<file path="src/rtl/mem_bus_arbiter.sv">
// Two-master memory bus arbiter: shares one bus between the instruction-fetch
// port and the load/store port with round-robin tie-breaking, one command in
// flight, response routed back to the owner, and a timeout abort for hung slaves.
module mem_bus_arbiter #(
  parameter logic [1:0]  FETCH_HB = 2'b10,
  parameter int unsigned TIMEOUT  = 16,
  parameter logic [31:0] ERR_DATA = 32'hDEADBEEF
) (
  input  logic        clk_i,
  input  logic        rst_ni,
  // Fetch master
  input  logic        if_req_i,
  input  logic [31:0] if_addr_i,
  output logic        if_gnt_o,
  output logic        if_rvalid_o,
  output logic [31:0] if_rdata_o,
  output logic        if_err_o,
  // Load/store master
  input  logic        ls_req_i,
  input  logic [31:0] ls_addr_i,
  input  logic        ls_we_i,
  input  logic [1:0]  ls_hb_i,
  input  logic [31:0] ls_wdata_i,
  output logic        ls_gnt_o,
  output logic        ls_rvalid_o,
  output logic [31:0] ls_rdata_o,
  output logic        ls_err_o,
  // Shared bus
  output logic        m_req_o,
  output logic [31:0] m_addr_o,
  output logic        m_we_o,
  output logic [1:0]  m_hb_o,
  output logic [31:0] m_wdata_o,
  input  logic        m_ready_i,
  input  logic [31:0] m_rdata_i
);

  localparam logic [7:0] TMO_LAST = 8'(TIMEOUT - 1);

  typedef enum logic [1:0] {StIdle, StBusy, StResp} state_e;

  state_e      r_state;
  logic        r_last_ls;   // last grant went to load/store (reset: fetch)
  logic        r_owner_ls;  // owner of the outstanding command
  logic [7:0]  r_tmo_cnt;

  logic        r_m_req;
  logic [31:0] r_m_addr;
  logic        r_m_we;
  logic [1:0]  r_m_hb;
  logic [31:0] r_m_wdata;

  logic        r_if_rvalid;
  logic        r_ls_rvalid;
  logic [31:0] r_rdata;
  logic        r_err;

  logic        w_can_grant;
  logic        w_if_gnt;
  logic        w_ls_gnt;
  logic        w_timeout;

  // Combinational grant: RESP arbitrates like IDLE; ties go to the master not granted last.
  always_comb begin
    w_can_grant = rst_ni && (r_state != StBusy);
    w_if_gnt    = w_can_grant && if_req_i && (!ls_req_i || r_last_ls);
    w_ls_gnt    = w_can_grant && ls_req_i && (!if_req_i || !r_last_ls);
    w_timeout   = (r_tmo_cnt == TMO_LAST);
  end

  // Arbiter FSM with registered bus command and response outputs.
  always_ff @(posedge clk_i or negedge rst_ni) begin
    if (!rst_ni) begin
      r_state     <= StIdle;
      r_last_ls   <= 1'b0;
      r_owner_ls  <= 1'b0;
      r_tmo_cnt   <= 8'd0;
      r_m_req     <= 1'b0;
      r_m_addr    <= 32'd0;
      r_m_we      <= 1'b0;
      r_m_hb      <= 2'b00;
      r_m_wdata   <= 32'd0;
      r_if_rvalid <= 1'b0;
      r_ls_rvalid <= 1'b0;
      r_rdata     <= 32'd0;
      r_err       <= 1'b0;
    end else begin
      r_if_rvalid <= 1'b0;
      r_ls_rvalid <= 1'b0;
      unique case (r_state)
        StIdle, StResp: begin
          if (w_if_gnt || w_ls_gnt) begin
            r_state    <= StBusy;
            r_m_req    <= 1'b1;
            r_tmo_cnt  <= 8'd0;
            r_owner_ls <= w_ls_gnt;
            r_last_ls  <= w_ls_gnt;
            if (w_ls_gnt) begin
              r_m_addr  <= ls_addr_i;
              r_m_we    <= ls_we_i;
              r_m_hb    <= ls_hb_i;
              r_m_wdata <= ls_wdata_i;
            end else begin
              r_m_addr  <= if_addr_i;
              r_m_we    <= 1'b0;
              r_m_hb    <= FETCH_HB;
              r_m_wdata <= 32'd0;
            end
          end else begin
            r_state <= StIdle;
          end
        end
        StBusy: begin
          // Slave completion takes priority over a timeout in the same cycle.
          if (m_ready_i || w_timeout) begin
            r_state     <= StResp;
            r_m_req     <= 1'b0;
            r_rdata     <= m_ready_i ? m_rdata_i : ERR_DATA;
            r_err       <= !m_ready_i;
            r_if_rvalid <= !r_owner_ls;
            r_ls_rvalid <= r_owner_ls;
          end else begin
            r_tmo_cnt <= r_tmo_cnt + 8'd1;
          end
        end
        default: r_state <= StIdle;
      endcase
    end
  end

  // Output wiring from the command and capture registers.
  always_comb begin
    if_gnt_o    = w_if_gnt;
    ls_gnt_o    = w_ls_gnt;
    if_rvalid_o = r_if_rvalid;
    ls_rvalid_o = r_ls_rvalid;
    if_rdata_o  = r_rdata;
    ls_rdata_o  = r_rdata;
    if_err_o    = r_if_rvalid && r_err;
    ls_err_o    = r_ls_rvalid && r_err;
    m_req_o     = r_m_req;
    m_addr_o    = r_m_addr;
    m_we_o      = r_m_we;
    m_hb_o      = r_m_hb;
    m_wdata_o   = r_m_wdata;
  end

endmodule

</file>
<file path="config.mk">
export PLATFORM = sky130hd
export DESIGN_NAME = mem_bus_arbiter
export DESIGN_NICKNAME = d
export VERILOG_FILES = /design/src/rtl/mem_bus_arbiter.sv
export SDC_FILE = /design/constraint.sdc
export NUM_CORES = 1
export LEC_CHECK = 0
export CORE_UTILIZATION = 39
export CTS_CLUSTER_DIAMETER = 60
export DETAILED_ROUTE_END_ITERATION = 16
export GPL_TIMING_DRIVEN = 1
export PLACE_DENSITY = 0.84
export SYNTH_ARGS = -nofsm -noshare
export SYNTH_HDL_FRONTEND = slang
export SYNTH_SLANG_ARGS = --single-unit
</file>
<file path="constraint.sdc">
create_clock -name clk_i -period 2.2 [get_ports clk_i]
set_clock_uncertainty 0.05 [all_clocks]
set_input_delay 0.22 -clock clk_i [delete_from_list [all_inputs] [get_ports clk_i]]
set_output_delay 0.22 -clock clk_i [all_outputs]
set_load 0.005 [all_outputs]
</file>
# [Word level (Yosys, flattened, before mapping)]
# Cells that the tools add are included.
[op_classes] add_sub_neg=1 eq_ne=7 mux=18 reduce_logical=22
[ops] op="$mux W32" n=3
[ops] op="$mux W8" n=2
[ops] op="$pmux W8 S2" n=1
[ops] op="$add A8 B1 Y8 const B" n=1
[ops] op="$eq A8 B4 Y1 const B" n=1
[ops] op="$mux W1" n=8
[ops] op="$logic_and A1 B1 Y1" n=7
[ops] op="$ne A2 B2 Y1 const B" n=3
[ops] op="$reduce_and A3 Y1" n=2
[ops] op="$logic_not A1 Y1" n=4
[ops] op="$logic_or A1 B1 Y1" n=4
[ops] op="$mux W2" n=2
[ops] op="$pmux W2 S2" n=1
[ops] op="$reduce_and A2 Y1" n=2
[ops] op="$eq A2 B1 Y1 const B" n=1
[ops] op="$eq A2 B2 Y1 const B" n=1
[ops] op="$logic_not A2 Y1" n=1
[ops] op="$ne A2 B1 Y1 const B" n=1
[ops] op="$pmux W1 S2" n=1
[ops] op="$reduce_bool A2 Y1" n=1
[ops] op="$reduce_or A2 Y1" n=1
[totals] ff_bits=114 inputBits=136 out_inout_bits=138 wordCells=60

# [Depth between registers and ports, before layout]
# Gate-level depths: netlist of the first run.
[depth] depth_word=7 ltp_mapped=8 depth_no_buf=6

# [Least setup slack after synthesis of the first run]
# No wires, ideal clock.
[synth_path] path_type="flip-flop to flip-flop" startpoint="register r_tmo_cnt[0]" endpoint="register r_rdata[10], in the netlist if_rdata_o[10]" setup_time_ps=121 arrival_ps=1610 required_time_ps=2029 path_slack_ps=418 stages_incl_launch_ff=9 path_buffers=2 synth_period_minus_slack_ps=1782 path_cell_list="dfrtp_1 -> ha_1 -> and3_1 -> buf_6 -> and2_1 -> o21ai_2 -> inv_4 -> buf_6 -> o22a_1"
[synth_via] elab_chain_len=3
[synth_rtl] element="from (decl)" line_no="45" rtl="logic [7:0] r_tmo_cnt;"
[synth_rtl] element="from (signal assigned)" line_no="123" rtl="r_tmo_cnt <= r_tmo_cnt + 8'd1;"
[synth_rtl] element="$eq A8 B4 Y1" line_no="68" rtl="w_timeout = (r_tmo_cnt == TMO_LAST);"
[synth_rtl] element="$logic_or A1 B1 Y1" line_no="115" rtl="if (m_ready_i || w_timeout) begin"
[synth_rtl] element="$reduce_and A2 Y1 (no source line)"
[synth_rtl] element="to (signal assigned)" line_no="118" rtl="r_rdata <= m_ready_i ? m_rdata_i : ERR_DATA;"
[synth_rtl] element="to (decl)" line_no="55" rtl="logic [31:0] r_rdata;"
# No other way between the ends.
# A chain may end at the register's enable or synchronous reset.

# [Worst setup path after layout of the first run]
[layout_path] startpoint="register r_state[1]" endpoint="output port ls_gnt_o"
[layout_via] elab_chain_len=4
[layout_rtl] element="from (decl)" line_no="42" rtl="state_e r_state;"
[layout_rtl] element="from (signal assigned)" line_no="74" rtl="r_state <= StIdle;"
[layout_rtl] element="from (signal assigned)" line_no="93" rtl="r_state <= StBusy;"
[layout_rtl] element="from (signal assigned)" line_no="110" rtl="r_state <= StIdle;"
[layout_rtl] element="$ne A2 B1 Y1" line_no="65" rtl="w_can_grant = rst_ni && (r_state != StBusy);"
[layout_rtl] element="$logic_and A1 B1 Y1" line_no="65"
[layout_rtl] element="$logic_and A1 B1 Y1 (2 in a row)" line_no="67" rtl="w_ls_gnt = w_can_grant && ls_req_i && (!if_req_i || !r_last_ls);"
[layout_rtl] element="to (decl)" line_no="24" rtl="output logic ls_gnt_o,"
# No other way between the ends.

==> results of run 1 <==
timing repair:
item,CTS,global route
endpoints found under the hold margin,6,0
gates resized for setup,1,0
hold buffers,1,0
setup endpoints to repair,1,0
stage by stage:
step                total power [uW]  instances
floorplan                       3850        466
global placement                5230        852
detailed placement              5320        852
CTS                             8000        885
global route                    8320        885
finish                          7900        885
power by group through the flow:
| stage | combinational (uW) | sequential [uW] | clock [uW] |
|---|---|---|---|
| 5_1_grt | 2580 | 2940 | 2790 |
| 3_5_place_dp | 2400 | 2920 | 0 |
| 3_3_place_gp | 2340 | 2890 | 0 |
| 4_1_cts | 2420 | 2890 | 2690 |
| 6_report | 2380 | 2890 | 2630 |
| 2_1_floorplan | 940 | 2910 | 0 |
critical path, delay by kind of cell (launching register included):
kind	cells	cell delay [ns]
flops	1	0.34
buf+inv	2	0.59
simple gates	2	0.42
kinds of logic (layout without fill, tap and decap cells):
logic type      Yosys count  count (layout)  synth area share
simple gates            130             130             0.112
mux                      35              35            0.0704
buf+inv                  68             319            0.0887
fa+ha+maj                 1               1           0.00251
compound gates          118             118             0.154
flops                   114             114             0.573
cells in the final DEF (no fill, tap or decap), types with 2 or more instances in the layout:
cell type / netlist / layout
clkbuf_8: 0 / 2
o21ai_0: 70 / 70
buf_12: 0 / 3
and2_1: 5 / 5
dfrtp_1: 114 / 114
o21a_1: 3 / 3
nor2_1: 3 / 3
nand3_1: 4 / 4
a22o_1: 9 / 9
clkbuf_16: 0 / 17
clkbuf_1: 12 / 3
o22a_1: 24 / 24
buf_4: 34 / 5
bufinv_16: 0 / 2
nand2_1: 110 / 110
and3_1: 3 / 3
clkinvlp_4: 0 / 2
a21oi_1: 4 / 4
clkdlybuf4s50_1: 0 / 272
inv_1: 5 / 5
clkinv_2: 0 / 5
mux2i_1: 35 / 35
metal layers:
metal,GRT usage,part of all wire,up-vias
met3,0.0817,0.096,20
met5,0,0,-
li1,-,-,2040
met1,0.225,0.36,2073
met4,0.0944,0.019,0
met2,0.386,0.52,222
flip-flops by register name, indices dropped and copies added, names as in the netlist:
name,cells
m_we_o,1
r_tmo_cnt,8
ls_rvalid_o,1
r_state,2
m_hb_o,2
if_rvalid_o,1
m_wdata_o,32
r_owner_ls,1
r_err,1
m_addr_o,32
if_rdata_o,32
m_req_o,1
how the worst max path moves through the flow:
stage               slack (ns)             end  cells past startpoint
finish                    0.18        ls_gnt_o                      4
global route              0.09        ls_gnt_o                      4
CTS                       0.15        ls_gnt_o                      4
detailed placement        0.27    m_addr_o[12]                      6
global placement          0.37    m_addr_o[24]                      6
floorplan                 0.42  if_rdata_o[10]                      8
area by class of cell:
type	count	area [sq um]
repair buffers	281	2830
fillers	970	4030
clock inverters	10	109
clock buffers	22	464
inverters	6	25.0
multi-input cells	284	1690
flip-flops and latches	114	2850
well taps	168	210
==> metrics.yaml, run 1 <==
placed_cell_area_sq_mm: 0.00759
reg2reg_from: "r_tmo_cnt[0]"
numClockSinks: 114
area_delta_synth_final_pct: 64.3
cap_viol_max_count: 0
ys_async_sr_fraction: 1.00
p_switching_uw: 2040
ant_nets: 0
leakage_uw: 0.00362
chipWidth_microns: 115
dp_hpwl_microns: 10200
crit_chain: "nand2b_2 -> nand4_4 -> inv_1 -> clkdlybuf4s50_1"
synth_edf_count: 0
clock_latency_ns: 0.40
placementRows: 40
yosysMostFrequentCell: "dfrtp_1"
cts_buffers: 17
vias: 4355
ys_seq_area_frac: 0.573
worst_slew_pin_slew_ns: 0.724
p_int_uw: 5860
drive_gt1_frac: 0.0600
vias_per_cell: 4.92
yosys_warnings: 0
reg2reg_slack_ns: 0.38
detail_route.wl_per_cell_microns: 15.5
rsz0062_at_grt: "false"
drt-pass1-iter-count: 4
power_frac_seq: 0.366
grt_max_degree: 106
status: "finished clean"
setup-violations-final: 0
clkTransAtPathRegs_ns: 0.05
cp-start-kind: "flip-flop"
period_share: 0.919
fin_util: 0.670
synthesis.nets: 603
synth_top_area_frac: 0.573
relSlewSlack: 0.518
synth_largest_area_cell: "dfrtp_1"
cpPeakStageDelay_ns: 0.50
die_h_microns: 115
io_pins: 274
crit_fanout: 8
worstPathArrival_ns: 1.75
final_hold_viol_count: 0
cts-htree-levels: 4
cp_slowest_cell: "clkdlybuf4s50_1"
drtIter0Drc: 218
power_density_mw_per_mm2: 966
synthCells: 466
period_needed_ns: 2.02
grt_pass1_vias: 4391
cts-root-buf: "clkbuf_16"
core_sq_mm: 0.0122
synth_commonest_cells: "114 x dfrtp_1, 110 x nand2_1, 70 x o21ai_0"
place_congestion: 0.770
ir_drop_uv: 574
grt_antenna_before_repair: 0
drc: 0
drv_slew: 0
reg2regPathDepth: 6
synth.distinct_cells: 33
comb_power_share: 0.302
synth_seq_cells: 114
whs_ns: 0.192
clkPwrFrac: 0.333
switching_share: 0.258
post-place-ws_ns: 0.268
grt_pass1_wl_microns: 21700
wirelength_microns: 13700
track_usage: 0.215
gr-total-overflow: 0
hold_path.class: "input port to asynchronous set/reset pin"
cts_buffer_depth: 2
initial_utilization: 0.408
max_freq_mhz: 495
finalSetupTns_ns: 0
yosys-top-cells-area: "dfrtp_1 57%, nand2_1 8.3%, mux2i_1 7.0%, o21ai_0 7.0%, buf_4 5.1%"
cp-end-kind: "primary output"
cts_tree: "yes"
syn_area_sq_mm: 0.00498
dieArea_sq_mm: 0.0132
antenna_cells: 0
path_class: "flip-flop to primary output"
cts_setup_buffers: 0
startpoint: "r_state[1]"
yosys_most_used_dff: "dfrtp_1"
portBuffers: 273
num-nets-final: 841
crit_required_ns: 1.93
fin_area_sq_mm: 0.00818
finalWorstSetupSlack_ns: 0.179
avgSynthCellArea_sq_um: 10.7
r2r-end: "if_rdata_o[26]"
No activity file was read; power rests on OpenSTA's default activity.
==> run 2, diff against run 1 <==
--- a/config.mk
+++ b/config.mk
@@ -5,7 +5,8 @@
 export SDC_FILE = /design/constraint.sdc
 export NUM_CORES = 1
 export LEC_CHECK = 0
-export CORE_UTILIZATION = 39
+export ABC_AREA = 1
+export CORE_UTILIZATION = 40
 export CTS_CLUSTER_DIAMETER = 60
 export DETAILED_ROUTE_END_ITERATION = 16
 export GPL_TIMING_DRIVEN = 1
==> run 2 against run 1 <==
  * Fmax is 0.81% lower
  * Cell area is 3.8% higher
  * Global-route usage rose by 0.37 points
  * Sequential power rose by 26%
  * Area after synthesis grew 6.2%
  * Routed wire length grew 8.8%
  * Synthesized cell count rose by 42%
  * Flip-flop and latch count stayed put
  * Critical path depth unchanged
  * Sequential share of layout area shrank 1.3 points
  * Die area up 3.5%
  * Clock power down 3%
  * Critical endpoint unchanged
  * Largest cell class is now non-clock buffers
==> metrics.yaml, run 2 <==
cp-end-kind: "primary output"
synth.distinct_cells: 22
r2r-end: "if_rdata_o[25]"
num-fill-cells: 1070
synth_compound_area_frac: 0.0296
cap_viol_max_count: 0
post-place-ws_ns: 0.311
period_share: 0.926
reg2reg_from: "r_tmo_cnt[0]"
core_sq_mm: 0.0128
synthMuxAreaShare: 0
die_h_microns: 117
finalSetupTns_ns: 0
ys_async_sr_fraction: 1.00
synth_edf_count: 0
final_cell_mix: "333 x nand2_1, 272 x clkdlybuf4s50_1, 114 x dfrtp_1"
avgSynthCellArea_sq_um: 7.99
leakage_uw: 0.00413
io_pins: 274
multiInputGateArea_sq_mm: 0.00192
synthesis.nets: 799
reg2reg_slack_ns: 0.45
place_congestion: 0.779
relSlewSlack: 0.562
num-nets-final: 1039
yosys.area_share.adder: 0.00237
synth_top_area_frac: 0.540
rsz0062_at_grt: "false"
worstPathArrival_ns: 1.77
dieArea_sq_mm: 0.0137
wirelength_microns: 14900
setup-violations-final: 0
yosys_warnings: 0
holdBufCountCts: 1
reg2regPathDepth: 9
grt_max_degree: 115
synth-simple-area-share: 0.327
synthCells: 662
antenna_cells: 0
drt-pass1-iter-count: 8
period_needed_ns: 2.04
placementRows: 41
track_usage: 0.219
drtIter0Drc: 341
drv_slew: 0
synthXorXnorAreaFrac: 0.00331
startpoint: "r_owner_ls"
synth_top_family_by_area: "simple AND/OR/NAND/NOR gates"
portBuffers: 273
grt_pass1_wl_microns: 22700
worst_slew_pin_slew_ns: 0.657
clkTransAtPathRegs_ns: 0.06
seq_area_sq_mm: 0.00285
final_hold_viol_count: 0
synth_seq_cells: 114
cts_repair_resize_count: 0
numClockSinks: 114
grt_antenna_before_repair: 0
hold_path.class: "input port to flip-flop"
power_density_mw_per_mm2: 1270
drive_gt1_frac: 0.0612
cts-root-buf: "clkbuf_16"
cts_setup_buffers: 0
cts-htree-levels: 4
cts_buffers: 17
status: "finished clean"
crit_required_ns: 1.93
ir_drop_uv: 528
chipWidth_microns: 117
vias_per_cell: 4.58
area_delta_synth_final_pct: 60.6
finalWorstSetupSlack_ns: 0.162
ant_nets: 0
crit_fanout: 4
initial_utilization: 0.414
final_common_cell: "nand2_1"
cts_tree: "yes"
path_class: "flip-flop to primary output"
whs_ns: 0.327
synth_commonest_cells: "333 x nand2_1, 114 x dfrtp_1, 54 x nand3_1"
synth_largest_area_cell: "dfrtp_1"
syn_area_sq_mm: 0.00529
cp-start-kind: "flip-flop"
yosys_most_used_dff: "dfrtp_1"
drc: 0
grt_pass1_vias: 4579
dp_hpwl_microns: 10600
clock_latency_ns: 0.40
gr-total-overflow: 0
ys_seq_area_frac: 0.540
detail_route.wl_per_cell_microns: 13.7
cts_buffer_depth: 2
yosys-top-cells-area: "dfrtp_1 54%, nand2_1 24%, buf_4 5.1%, nand3_1 5.1%, o21ai_1 2.6%"
vias: 4979
yosysMostFrequentCell: "nand2_1"
max_freq_mhz: 491
crit_end: "ls_gnt_o"
run 2: changes by cell type in the layout (fill, tap and decap cells not counted), moves of 9 or more:
| cell | change |
|---|---|
| a22o_1 | -9 |
| mux2i_1 | -35 |
| nand2_1 | +223 |
| nand3_1 | +50 |
| nor2_1 | +32 |
| o21ai_0 | -69 |
| o21ai_1 | +27 |
| o22a_1 | -24 |
run 2: cell families (layout without fill, tap and decap cells):
logic type	Yosys count	count (layout)
buffers and inverters	82	335
AND/OR/NAND/NOR	433	433
AO/OA/AOI/OAI	30	30
XOR/XNOR	2	2
flip-flops	114	114
adder cells (fa/ha/maj)	1	1
run 2: layout make-up:
| type | instances | share of cell area |
|---|---|---|
| inverter | 17 | 0.00752 |
| multi-input combinational | 466 | 0.226 |
| clock buffer | 22 | 0.0547 |
| clock inverter | 10 | 0.0100 |
| sequential | 114 | 0.336 |
| timing repair buffer | 286 | 0.341 |
| tap | 172 | 0.0253 |
run 2: worst min-delay path by stage:
| stage | startpoint | endpoint | depth (start not counted) |
|---|---|---|---|
| 2_1_floorplan | rst_ni | if_rdata_o[0] | 0 |
| 3_3_place_gp | rst_ni | m_addr_o[21] | 2 |
| 3_5_place_dp | rst_ni | m_wdata_o[13] | 2 |
| 4_1_cts | m_rdata_i[29] | if_rdata_o[29] | 3 |
| 5_1_grt | ls_hb_i[0] | m_hb_o[0] | 3 |
| 6_report | m_rdata_i[29] | if_rdata_o[29] | 3 |
run 2: power by group:
group          switching [uW]  internal [uW]  leakage, uW
Combinational            1820           2750      0.00243
Sequential                611           3040      0.00143
Clock                     945           1600     0.000262
Total                    3380           7390      0.00413
run 2: critical path: stages (launching register included):
cell             delay [ns]
dfrtp_1                0.42
nand2_1                0.07
nand2_1                0.12
nor2_4                 0.18
clkdlybuf4s50_1        0.57
run 2: layer usage:
layer | up-vias | wire, microns | global-route usage
met2 | 201 | 7500 | 0.387
met5 | - | 0 | 0
li1 | 2505 | - | -
met3 | 18 | 1180 | 0.0726
met4 | 0 | 245 | 0.0734
met1 | 2255 | 5990 | 0.250
run 2: stage by stage:
step	total power, uW	instances	util	instance area (sq um)
6_report	10800	1087	0.665	8490
5_1_grt	11500	1087	0.665	8490
4_1_cts	10900	1087	0.665	8490
3_5_place_dp	8290	1054	0.621	7930
3_3_place_gp	8180	1054	0.621	7930
2_1_floorplan	5570	662	-	5290
==> edit 1: new RTL, settings of run 1 <==
Re-encode `state_e` (3 states) as one-hot, 3 bits wide.
--- a/src/rtl/mem_bus_arbiter.sv
+++ b/src/rtl/mem_bus_arbiter.sv
@@ -37,7 +37,7 @@
 
   localparam logic [7:0] TMO_LAST = 8'(TIMEOUT - 1);
 
-  typedef enum logic [1:0] {StIdle, StBusy, StResp} state_e;
+  typedef enum logic [2:0] {StIdle = 3'b001, StBusy = 3'b010, StResp = 3'b100} state_e;
 
   state_e      r_state;
   logic        r_last_ls;   // last grant went to load/store (reset: fetch)
Function: no difference found for any inputs over 4 cycles, from zero or initial values and one cycle with rst_ni low; so few cycles prove little.
==> edit 1 against run 1 <==
  * Total power rose by 34%
  * Synthesized area fell by 3.0%
  * Cell area fell by 0.63%
  * Sequential cell count rose by 1
  * Synthesized cell count fell by 15%
  * Setup slack got worse by 100 ps
  * Routed wire length barely moved
  * Combinational power rose by 76%
  * Sequential share of layout area rose by 0.54 points
  * Register-to-register slack got worse by 190 ps
==> edit 1: results (changes against run 1) <==
stage	metric	value	unit	change
status	status	completed		unchanged
critical_path	slowest_delay	440	ps	was 500 ps
detailed_routing	via_per_inst	5.01		was 4.92
detailed_routing	drt_iter0_drc	217		was 218
detailed_routing	vias	4146		was 4,355
synth	yosys-top-cells-area	dfrtp_1, a22o_1, mux2i_1		was dfrtp_1, nand2_1, mux2i_1
critical_path	worstReg2RegStart	r_state[2]$_DFFE_PN0P_		was r_tmo_cnt[0]$_DFFE_PN0P_
detailed_routing	wire_per_inst	16.6	um	was 15.5 um
power	p_leak	3.63	nW	was 3.62 nW
timing	hold-worst-slack	217	ps	was 192 ps
clock_tree	ctsResizeCount	0		was 1
cells_and_area	drive_gt1_frac	0.0864		was 0.0600
critical_path	worstPathArrival	1850	ps	was 1750 ps
place	placed_cell_area	7520	um2	was 7590 um2
clock_tree	insertion_delay	400	ps	about the same
cells_and_area	nets	784		was 841
synth	syn-num-nets	534		was 603
critical_path	r2r_setup_slack	190	ps	was 380 ps
place	hpwl	10.2	mm	about the same
cells_and_area	fillers	864		was 970
critical_path	worstRegToRegCells	7		was 6
synth	synth_cell_types	42		was 33
critical_path	reg2reg_to	m_addr_o[10]$_DFFE_PN0P_		was if_rdata_o[26]$_DFFE_PN0P_
place	gp_congestion	0.756		was 0.770
detailed_routing	wl_met1	5.19	mm	was 5.00 mm
global_route	grtUsageMet3	0.0686		was 0.0817
power	peakVddDrop	544	uV	was 574 uV
place	dp_slack	90.8	ps	was 268 ps
global_route	met2_usage	0.392		was 0.386
cells_and_area	final-seq-area	2880	um2	was 2850 um2
global_route	grt_pass1_vias	4321		was 4,391
clock_tree	clockBufferDepth	2		unchanged
power	p_int	0.00761	W	was 0.00586 W
synth	syn_inst	397		was 466
detailed_routing	wl_met3	989	um	was 1.31 mm
global_route	grt_pass1_wl	21.7	mm	about the same
critical_path	critPathTopFamily	simple AND/OR/NAND/NOR gates		was buffers and inverters
global_route	grt_util_met1	0.237		was 0.225
timing	relSlewSlack	0.447		was 0.518
global_route	grt_max_degree	100		was 106
synth	yosysSeqAreaShare	0.596		was 0.573
critical_path	crit_fanout	4		was 8
synth	synth_commonest_cells	dfrtp_1, a22o_1, nand2_1, buf_4, o21ai_0		was dfrtp_1, nand2_1, o21ai_0, mux2i_1, buf_4
## edit 1: changes by cell type after synthesis, moves of 3 or more
cell      delta
nor3_1       +5
buf_4        +3
buf_6        -5
nand2_1     -72
nor2_1       +3
a21oi_1      -3
clkbuf_1     -3
a22o_1      +35
o21ai_0     -33
inv_1        -3
## edit 1: worst max path at each step
stage	start	endpoint	slack [ps]	depth (start not counted)
after floorplan	r_tmo_cnt[5]$_DFFE_PN0P_	r_tmo_cnt[3]$_DFFE_PN0P_	460	4
after global placement	ls_req_i	m_wdata_o[21]$_DFFE_PN0P_	220	5
after detailed placement	ls_req_i	m_addr_o[12]$_DFFE_PN0P_	90	6
after CTS	r_state[2]$_DFFE_PN0P_	ls_gnt_o	40	4
after global routing	r_state[2]$_DFFE_PN0P_	ls_gnt_o	2	4
final	r_state[2]$_DFFE_PN0P_	ls_gnt_o	80	4
## edit 1: final cells by class
cell class / instances / share of cell area
flip-flops and latches: 115 / 0.354
repair buffers: 287 / 0.353
multi-input cells: 223 / 0.194
clock buffers: 18 / 0.0528
well taps: 168 / 0.0259
clock inverters: 14 / 0.0189
inverters: 3 / 0.00139
## edit 1: logic make-up after synthesis
group | count (synthesis) | share of synthesized area
multiplexers | 34 | 0.0707
AND/OR/NAND/NOR | 69 | 0.0666
XOR/XNOR | 2 | 0.00363
flip-flops | 115 | 0.596
adder cells (fa/ha/maj) | 1 | 0.00259
AO/OA/AOI/OAI | 117 | 0.182
buffers and inverters | 59 | 0.0785
## edit 1: power by group through the flow
stage               Combinational, W  Clock [W]  Sequential, W
floorplan                    0.00157          0        0.00371
global placement             0.00409          0        0.00369
detailed placement           0.00423          0        0.00373
CTS                          0.00424    0.00274        0.00373
global route                 0.00452    0.00283        0.00385
finish                       0.00420    0.00268        0.00373
==> edit 2: new RTL, config.mk and constraints of run 1 <==
Without the edit above. Change the parameter `TIMEOUT` from 16 to 8.
--- a/src/rtl/mem_bus_arbiter.sv
+++ b/src/rtl/mem_bus_arbiter.sv
@@ -3,7 +3,7 @@
 // flight, response routed back to the owner, and a timeout abort for hung slaves.
 module mem_bus_arbiter #(
   parameter logic [1:0]  FETCH_HB = 2'b10,
-  parameter int unsigned TIMEOUT  = 16,
+  parameter int unsigned TIMEOUT  = 8,
   parameter logic [31:0] ERR_DATA = 32'hDEADBEEF
 ) (
   input  logic        clk_i,
Behaviour: not the same (a bounded check fails within 10 cycles, from zero or initial values and one cycle with rst_ni low).
==> edit 2 against run 1 <==
  * Setup slack got worse by 77 ps
  * Routed wire length decreased by 0.90%
  * Synthesized area decreased by 1.1%
  * Sequential cell count unchanged
  * Total power increased by 3.2%
  * Core utilization increased by 0.85 points
  * Cell area increased by 0.86%
  * Clock power increased by 8.0%
==> edit 2: results (changes against run 1) <==
stage	metric	value	unit	change
status	status	completed		unchanged
synth	syn_inst	461		was 466
synth	ys_warn_count	0		unchanged
cells_and_area	drive_gt1_frac	0.0712		was 0.0600
clock_tree	clockBufferDepth	2		unchanged
cells_and_area	instances_no_fill	884		was 885
detailed_routing	routed_wl	13.6	mm	was 13.7 mm
clock_tree	insertion_delay	400	ps	about the same
power	switchingPower	0.00204	W	about the same
critical_path	reg2reg_to	if_rdata_o[5]$_DFFE_PN0P_		was if_rdata_o[26]$_DFFE_PN0P_
synth	synth-main-ff-cell	dfrtp_1		unchanged
cells_and_area	nets	842		was 841
clock_tree	cts-root-buf	clkbuf_16		unchanged
synth	async_reset_ff_frac	1.00		unchanged
global_route	track_usage	0.213		was 0.215
detailed_routing	vias	4300		was 4,355
place	gp_congestion	0.726		was 0.770
clock_tree	h-tree-depth	4		unchanged
critical_path	slowest_delay	540	ps	was 500 ps
synth	synth_cell_types	39		was 33
critical_path	r2r_setup_slack	350	ps	was 380 ps
place	place_inst	852		unchanged
timing	worstMarginPinSlew	866	ps	was 724 ps
detailed_routing	drt_first_pass_iters	4		unchanged
global_route	grt_max_degree	70		was 106
global_route	antenna_found_initial	0		unchanged
synth	yosysSeqAreaShare	0.579		was 0.573
place	hpwl	10.3	mm	was 10.2 mm
synth	yosys-top-cells-area	dfrtp_1, nand2_1, o21ai_1		was dfrtp_1, nand2_1, mux2i_1
min_path	hold_path.class	in -> async		unchanged
global_route	grt_pass1_vias	4432		was 4,391
critical_path	worstReg2RegStart	r_tmo_cnt[5]$_DFFE_PN0P_		was r_tmo_cnt[0]$_DFFE_PN0P_
power	p_leak	3.64	nW	was 3.62 nW
synth	synth_commonest_cells	dfrtp_1, nand2_1, o21ai_1, buf_4, mux2i_1		was dfrtp_1, nand2_1, o21ai_0, mux2i_1, buf_4
critical_path	worstRegToRegCells	5		was 6
cells_and_area	fillers	930		was 970
global_route	grt_pass1_wl	21.4	mm	was 21.7 mm
clock_tree	numCtsBuffers	17		unchanged
critical_path	crit_fanout	5		was 8
place	place.port_buffers	273		unchanged
critical_path	slowest_stage	clkdlybuf4s50_1		unchanged
cells_and_area	diodes	0		unchanged
synth	syn-num-nets	598		was 603
power	peakVddDrop	442	uV	was 574 uV
detailed_routing	drt_iter0_drc	224		was 218
place	dp_slack	256	ps	was 268 ps
critical_path	worstPathArrival	1830	ps	was 1750 ps
clock_tree	cts.clk_slew.worst_paths	50	ps	about the same
## edit 2: worst max-delay path, delay by kind of cell (launching register included)
family	cells	cell delay [ps]
buf+inv	2	640
flops	1	380
simple gates	2	410
## edit 2: kinds of logic after synthesis
logic type | after synthesis | synth area share
AO/OA/AOI/OAI | 117 | 0.155
XOR/XNOR | 1 | 0.00178
adder cells (fa/ha/maj) | 1 | 0.00254
buffers and inverters | 64 | 0.0800
flip-flops | 114 | 0.579
multiplexers | 34 | 0.0694
AND/OR/NAND/NOR | 130 | 0.112
## edit 2: through the flow
stage / total power [W] / area (um2) / hold WS (ps)
floorplan: 0.00385 / 4920 / -126
global placement: 0.00528 / 7610 / 42.6
detailed placement: 0.00538 / 7610 / 46.9
CTS: 0.00825 / 8240 / 63.7
global route: 0.00857 / 8250 / 122
finish: 0.00815 / 8250 / 56.8
## edit 2: power groups by stage
stage / Combinational [W] / Sequential (W) / Clock, W
2_1_floorplan: 0.000951 / 0.00290 / 0
4_1_cts: 0.00246 / 0.00289 / 0.00289
6_report: 0.00243 / 0.00289 / 0.00284
3_5_place_dp: 0.00245 / 0.00292 / 0
3_3_place_gp: 0.00239 / 0.00288 / 0
5_1_grt: 0.00262 / 0.00295 / 0.00300
## edit 2: final cells by class
class                      instances  area, um2  share of cell area
timing repair buffer             284       2870               0.347
tap                              168        210              0.0255
clock inverter                    10        159              0.0193
clock buffer                      20        457              0.0554
inverter                           5       23.8             0.00288
multi-input combinational        283       1680               0.204
sequential                       114       2850               0.346
## edit 2: worst max path at each step
stage	start	slack, ps	endpoint
6_report	r_state[1]$_DFFE_PN0P_	100	ls_gnt_o
3_3_place_gp	if_req_i	280	ls_gnt_o
2_1_floorplan	r_tmo_cnt[5]$_DFFE_PN0P_	430	r_tmo_cnt[0]$_DFFE_PN0P_
4_1_cts	r_state[1]$_DFFE_PN0P_	3	ls_gnt_o
3_5_place_dp	if_req_i	260	ls_gnt_o
5_1_grt	r_state[1]$_DFFE_PN0P_	10	ls_gnt_o
## edit 2: repair_timing
action | in CTS | in global routing
pin swaps | 0 | 1
setup buffers | 0 | 1
hold endpoints to repair | 13 | 0
endpoints found under the setup margin | 1 | 1
gates resized for setup | 1 | 0
hold buffers | 1 | 0
## edit 2: per-layer routing
layer / global-route usage / up-vias / wire length, um
met5: 0 / - / 0
met4: 0.0892 / 0 / 248
met3: 0.0540 / 22 / 830
met2: 0.389 / 190 / 7170
met1: 0.235 / 2045 / 5340
li1: - / 2043 / -
